--- config.mk ---
export PLATFORM = sky130hd
export DESIGN_NAME = regfile_wb_arbiter
export DESIGN_NICKNAME = d
export VERILOG_FILES = /design/src/rtl/regfile_wb_arbiter.sv
export SDC_FILE = /design/constraint.sdc
export NUM_CORES = 1
export LEC_CHECK = 0
export ABC_CLOCK_PERIOD_IN_PS = 2300
export BUFFER_PORTS_ARGS = -buffer_cell sky130_fd_sc_hd__buf_4
export CAP_MARGIN = 15
export CORE_ASPECT_RATIO = 0.75
export CORE_UTILIZATION = 40
export CTS_BUF_LIST = sky130_fd_sc_hd__clkbuf_4
export DETAILED_ROUTE_END_ITERATION = 8
export GPL_ROUTABILITY_DRIVEN = 0
export PLACE_DENSITY = 0.66
export SETUP_SLACK_MARGIN = 0.2
export SYNTH_ARGS = -nofsm -noshare
export SYNTH_HDL_FRONTEND = slang
export SYNTH_SLANG_ARGS = --single-unit
--- constraint.sdc ---
create_clock -name CLK -period 2.3 [get_ports CLK]
set_input_delay 0.115 -clock CLK [delete_from_list [all_inputs] [get_ports CLK]]
set_output_delay 0.115 -clock CLK [all_outputs]
set_load 0.005 [all_outputs]
--- src/rtl/regfile_wb_arbiter.sv ---
// regfile_wb_arbiter: shares the register-file write port between the in-order
// pipeline (port 0) and the multicycle unit (port 1) using round-robin
// valid/ready arbitration. The winning write is driven from a registered stage.
// A busy scoreboard tracks outstanding multicycle writes so decode can detect
// read hazards.
// Optional feature macro: RF_BYPASS_EN adds a write-then-read bypass on both
// read ports, and suppresses the hazard on a read select that the bypass serves.
module regfile_wb_arbiter #(
  parameter int unsigned WORD_W = 32,
  parameter int unsigned NREGS  = 32,
  parameter int unsigned SEL_W  = $clog2(NREGS)
) (
  input  logic              CLK,
  input  logic              nRST,
  input  logic              wb0_valid,
  output logic              wb0_ready,
  input  logic [SEL_W-1:0]  wb0_sel,
  input  logic [WORD_W-1:0] wb0_dat,
  input  logic              wb1_valid,
  output logic              wb1_ready,
  input  logic [SEL_W-1:0]  wb1_sel,
  input  logic [WORD_W-1:0] wb1_dat,
  input  logic              iss_valid,
  input  logic [SEL_W-1:0]  iss_sel,
  input  logic [SEL_W-1:0]  rsel1,
  input  logic [SEL_W-1:0]  rsel2,
  output logic              hazard,
  output logic              WEN,
  output logic [SEL_W-1:0]  wsel,
  output logic [WORD_W-1:0] wdat
`ifdef RF_BYPASS_EN
  ,
  input  logic [WORD_W-1:0] rf_rdat1,
  input  logic [WORD_W-1:0] rf_rdat2,
  output logic [WORD_W-1:0] byp_rdat1,
  output logic [WORD_W-1:0] byp_rdat2
`endif
);

  logic              rr_ptr;
  logic              contended;
  logic              acc0;
  logic              acc1;
  logic              wr_go;
  logic [SEL_W-1:0]  win_sel;
  logic [WORD_W-1:0] win_dat;
  logic [NREGS-1:0]  busy;
  logic [NREGS-1:0]  busy_nxt;

  // Grant: a lone requester wins; on contention the port named by rr_ptr wins.
  always_comb begin
    wb0_ready = 1'b0;
    wb1_ready = 1'b0;
    contended = wb0_valid & wb1_valid;
    if (nRST) begin
      if (contended) begin
        wb0_ready = ~rr_ptr;
        wb1_ready = rr_ptr;
      end else begin
        wb0_ready = wb0_valid;
        wb1_ready = wb1_valid;
      end
    end
  end

  // Select the accepted request; register 0 is accepted but never written.
  always_comb begin
    acc0    = wb0_valid & wb0_ready;
    acc1    = wb1_valid & wb1_ready;
    win_sel = acc1 ? wb1_sel : wb0_sel;
    win_dat = acc1 ? wb1_dat : wb0_dat;
    wr_go   = (acc0 | acc1) & (win_sel != '0);
  end

  // Scoreboard next state: clear on wb1 accept, then set on issue so set wins.
  always_comb begin
    busy_nxt = busy;
    if (acc1) begin
      busy_nxt[wb1_sel] = 1'b0;
    end
    if (iss_valid && (iss_sel != '0)) begin
      busy_nxt[iss_sel] = 1'b1;
    end
    busy_nxt[0] = 1'b0;
  end

  // Round-robin pointer moves to the loser only when both ports competed.
  always_ff @(posedge CLK or negedge nRST) begin
    if (!nRST) begin
      rr_ptr <= 1'b0;
    end else if (contended) begin
      rr_ptr <= ~rr_ptr;
    end
  end

  // Busy scoreboard register.
  always_ff @(posedge CLK or negedge nRST) begin
    if (!nRST) begin
      busy <= '0;
    end else begin
      busy <= busy_nxt;
    end
  end

  // Registered write stage: one cycle from accept to WEN; select/data hold when idle.
  always_ff @(posedge CLK or negedge nRST) begin
    if (!nRST) begin
      WEN  <= 1'b0;
      wsel <= '0;
      wdat <= '0;
    end else if (wr_go) begin
      WEN  <= 1'b1;
      wsel <= win_sel;
      wdat <= win_dat;
    end else begin
      WEN  <= 1'b0;
    end
  end

`ifdef RF_BYPASS_EN
  logic byp_hit1;
  logic byp_hit2;

  // Forward the write in flight to a reader of the same register, and mask its hazard.
  always_comb begin
    byp_hit1  = WEN && (wsel == rsel1) && (rsel1 != '0);
    byp_hit2  = WEN && (wsel == rsel2) && (rsel2 != '0);
    byp_rdat1 = byp_hit1 ? wdat : rf_rdat1;
    byp_rdat2 = byp_hit2 ? wdat : rf_rdat2;
    hazard    = (busy[rsel1] & ~byp_hit1) | (busy[rsel2] & ~byp_hit2);
  end
`else
  // Hazard from the current scoreboard contents.
  always_comb begin
    hazard = busy[rsel1] | busy[rsel2];
  end
`endif

endmodule

==> metrics.txt <==
IO Pins=135; Placement Cell Area=4900 µm²; final std cells w/o fill=729; Final setup viols=0; Hold Vio Cnt, Final=0; CP Class=flop to output port; die height=87.0 µm; vias in the first global route=3963; Slew Limit Headroom=45.8%; ys async rst share=100%; status=completed; Slew Viols, Final=0; worst path required time=2.18 ns; Slowest-stage cell, CP=mux4_2; Mean Syn Cell Area=9.82 µm²; CTS root buf=clkbuf_4; setup_tns=0 ns; Netlist cell types=41; Core Box Area=9200 µm²; RSZ-0062 raised after global routing=true; share of layout cells above drive strength 1=37.4%; routed vias/inst=5.40; 1st-iter DRT viols=214; Pre-Repair DR Iteration Count=5; sequential fraction of the synthesis area=45.5%; CP Max Fanout=3; Skew-Pair Late Insertion Delay=0.42 ns; hold crit path type=input port to flop; Post-DRT Antenna Nets=0; drt drc=0; Main synth FF type=dfrtp_1; maximum number of pins on one net before global-route repair=74; fillcell total=746; clock skew=0.00516 ns; via count=3937; Final min period=2.20 ns; routed wire length per instance=17.1 µm; Max Freq=0.455 GHz; Syn-to-layout area delta=51.2%; pwr dens=630 nW/µm²; static leakage=2.49 nW; Congestion Overflow GR=0; DIE WIDTH=115 µm; Mapped Cells=392; diode count=0; total CTS buffers=9; Max rail drop VDD=0.288 mV; placed insts=634; fin crit share=95.6%; CTS tree=done; Tot Pwr=0.00366 W; EDFF count, synth=0; crit path buf inv count=1; Rows=30; initial antenna violation count=0; Initial Util=41.9%; Startpoint Class=flop; Die ar.=10000 µm²; synthesis-stage register bit count=70; Post-DP HPWL=7850 µm; Net Count, Synth=486; global-route wire length before repair=19500 µm; final WL=12500 µm; GRT Overall Usage=25.8%; Clock Pin Slew Worst Setup and Hold Paths=0.12 ns; final instance area=5820 µm²; Max Cap Viol=0; worst hold slack=0.0455 ns; Port Buffer Count=134; Nets=691; crit-path max cell delay=0.47 ns; Clock Tree Buf Depth=2; Cell Area, Synth=3850 µm²; Sinks on Clock Net=70; Least-Margin Pin Slew=0.812 ns; CP delay by family, top=multiplexers; Crit path arrival time=2.08 ns; Syn. warnings=0; CP Capture Type=output port; H-tree Lvls=3; Cell Chain, Critical Path=mux4_2 -> a32o_1 -> nor4_2 -> nand4_1 -> buf_4
[power by group]
part | internal (W) | leakage [nW] | switching [W]
registers | 0.00149 | 0.803 | 0.000204
logic | 0.000691 | 1.61 | 0.000532
clock network | 0.000315 | 0.0727 | 0.000429
[worst min-delay path: stages]
cell and delay (ns):
buf_4 0.11, mux2i_1 0.07, o22ai_1 0.12
[sequential cells by signal, summed over array words and instances (netlist names)]
register / cells
rr_ptr: 1
WEN: 1
wdat: 32
busy: 31
wsel: 5
[per-layer routing]
layer	track usage (%)	wire length, µm	up-vias
met5	0	0	-
met4	10.9	347	0
met3	5.64	743	36
met2	42.1	6100	182
met1	33.5	5290	1901
li1	-	-	1818
[cell usage in the layout (no fill, tap or decap), types with 3 or more instances in the layout]
cell type / synthesis / routed
dlygate4sd3_1: 0 / 75
mux2_2: 3 / 3
dfrtp_1: 70 / 70
or2_2: 3 / 3
nand3_1: 8 / 8
nand2_1: 77 / 77
inv_1: 5 / 5
a31oi_1: 24 / 24
nand2b_1: 4 / 4
mux2i_1: 4 / 4
clkinv_2: 0 / 4
buf_4: 0 / 141
mux4_2: 13 / 13
nand4_1: 5 / 5
nor2b_1: 6 / 6
a31oi_2: 11 / 11
clkbuf_4: 0 / 9
nor2_2: 29 / 29
nand3b_1: 5 / 5
nor2_1: 10 / 10
o21ai_0: 63 / 63
[through the flow]
stage          worst slack [ns]  util, %
6_report                  0.101     63.3
5_1_grt                 -0.0392     63.3
4_1_cts                  0.0675     63.2
3_5_place_dp              0.520     53.3
3_3_place_gp              0.573     53.3
2_1_floorplan             0.724        -
[cell type report]
cell class	instances	area, µm²	share of cell area (%)
Sequential cell	70	1750	30.1
Timing Repair Buffer	218	1840	31.6
Clock buffer	9	67.6	1.16
Tap cell	128	160	2.75
Multi-Input combinational cell	292	1920	33.0
Inverter	6	22.5	0.387
Clock inverter	6	53.8	0.925
[synthesized netlist by cell type, drive strengths merged (2+ instances only)]
library cell | instances | share of area, %
nand2 | 78 | 7.7
dfrtp | 70 | 45
o21ai | 64 | 8.3
nor2 | 39 | 5.7
a31oi | 35 | 7.5
buf | 15 | 3.2
mux4 | 13 | 7.6
clkbuf | 9 | 0.88
nand3 | 8 | 1.0
inv | 6 | 0.58
nor2b | 6 | 0.98
nand3b | 5 | 0.98
nand4 | 5 | 0.81
or2 | 5 | 0.81
mux2i | 4 | 1.0
nand2b | 4 | 0.65
a2111oi | 3 | 1.2
mux2 | 3 | 0.88
a221oi | 2 | 0.46
and4b | 2 | 0.52
nand4b | 2 | 0.46
o22ai | 2 | 0.32
or3b | 2 | 0.46
[cell families after synthesis]
logic type | after synthesis | synth area share, %
simple gates | 161 | 21.2
compound gates | 110 | 18.9
flops | 70 | 45.5
buf+inv | 30 | 4.71
mux | 20 | 9.52
xor+xnor | 1 | 0.228
[worst paths after layout]
check                           startpoint  endpoint  slack [ns]  cells past startpoint
worst max register to register      rr_ptr  wdat[20]        0.48                      6
max in group asynchronous             nRST  busy[29]        1.30                      3
min in group asynchronous             nRST   wdat[2]        0.48                      3
worst min register to register      rr_ptr    rr_ptr        0.53                      1
worst min-delay path            wb1_sel[1]   wsel[1]        0.05                      3
worst max-delay path              busy[15]    hazard        0.10                      5
[what timing repair did]
action	4_1_cts	5_1_grt
endpoints found under the hold margin	44	0
gates resized for setup	0	2
buffers inserted	5	0
pin swaps	3	0
setup endpoints to repair	1	2
hold buffers	75	0
gates cloned	0	0
Note: power is estimated with default switching activity, not from simulation.
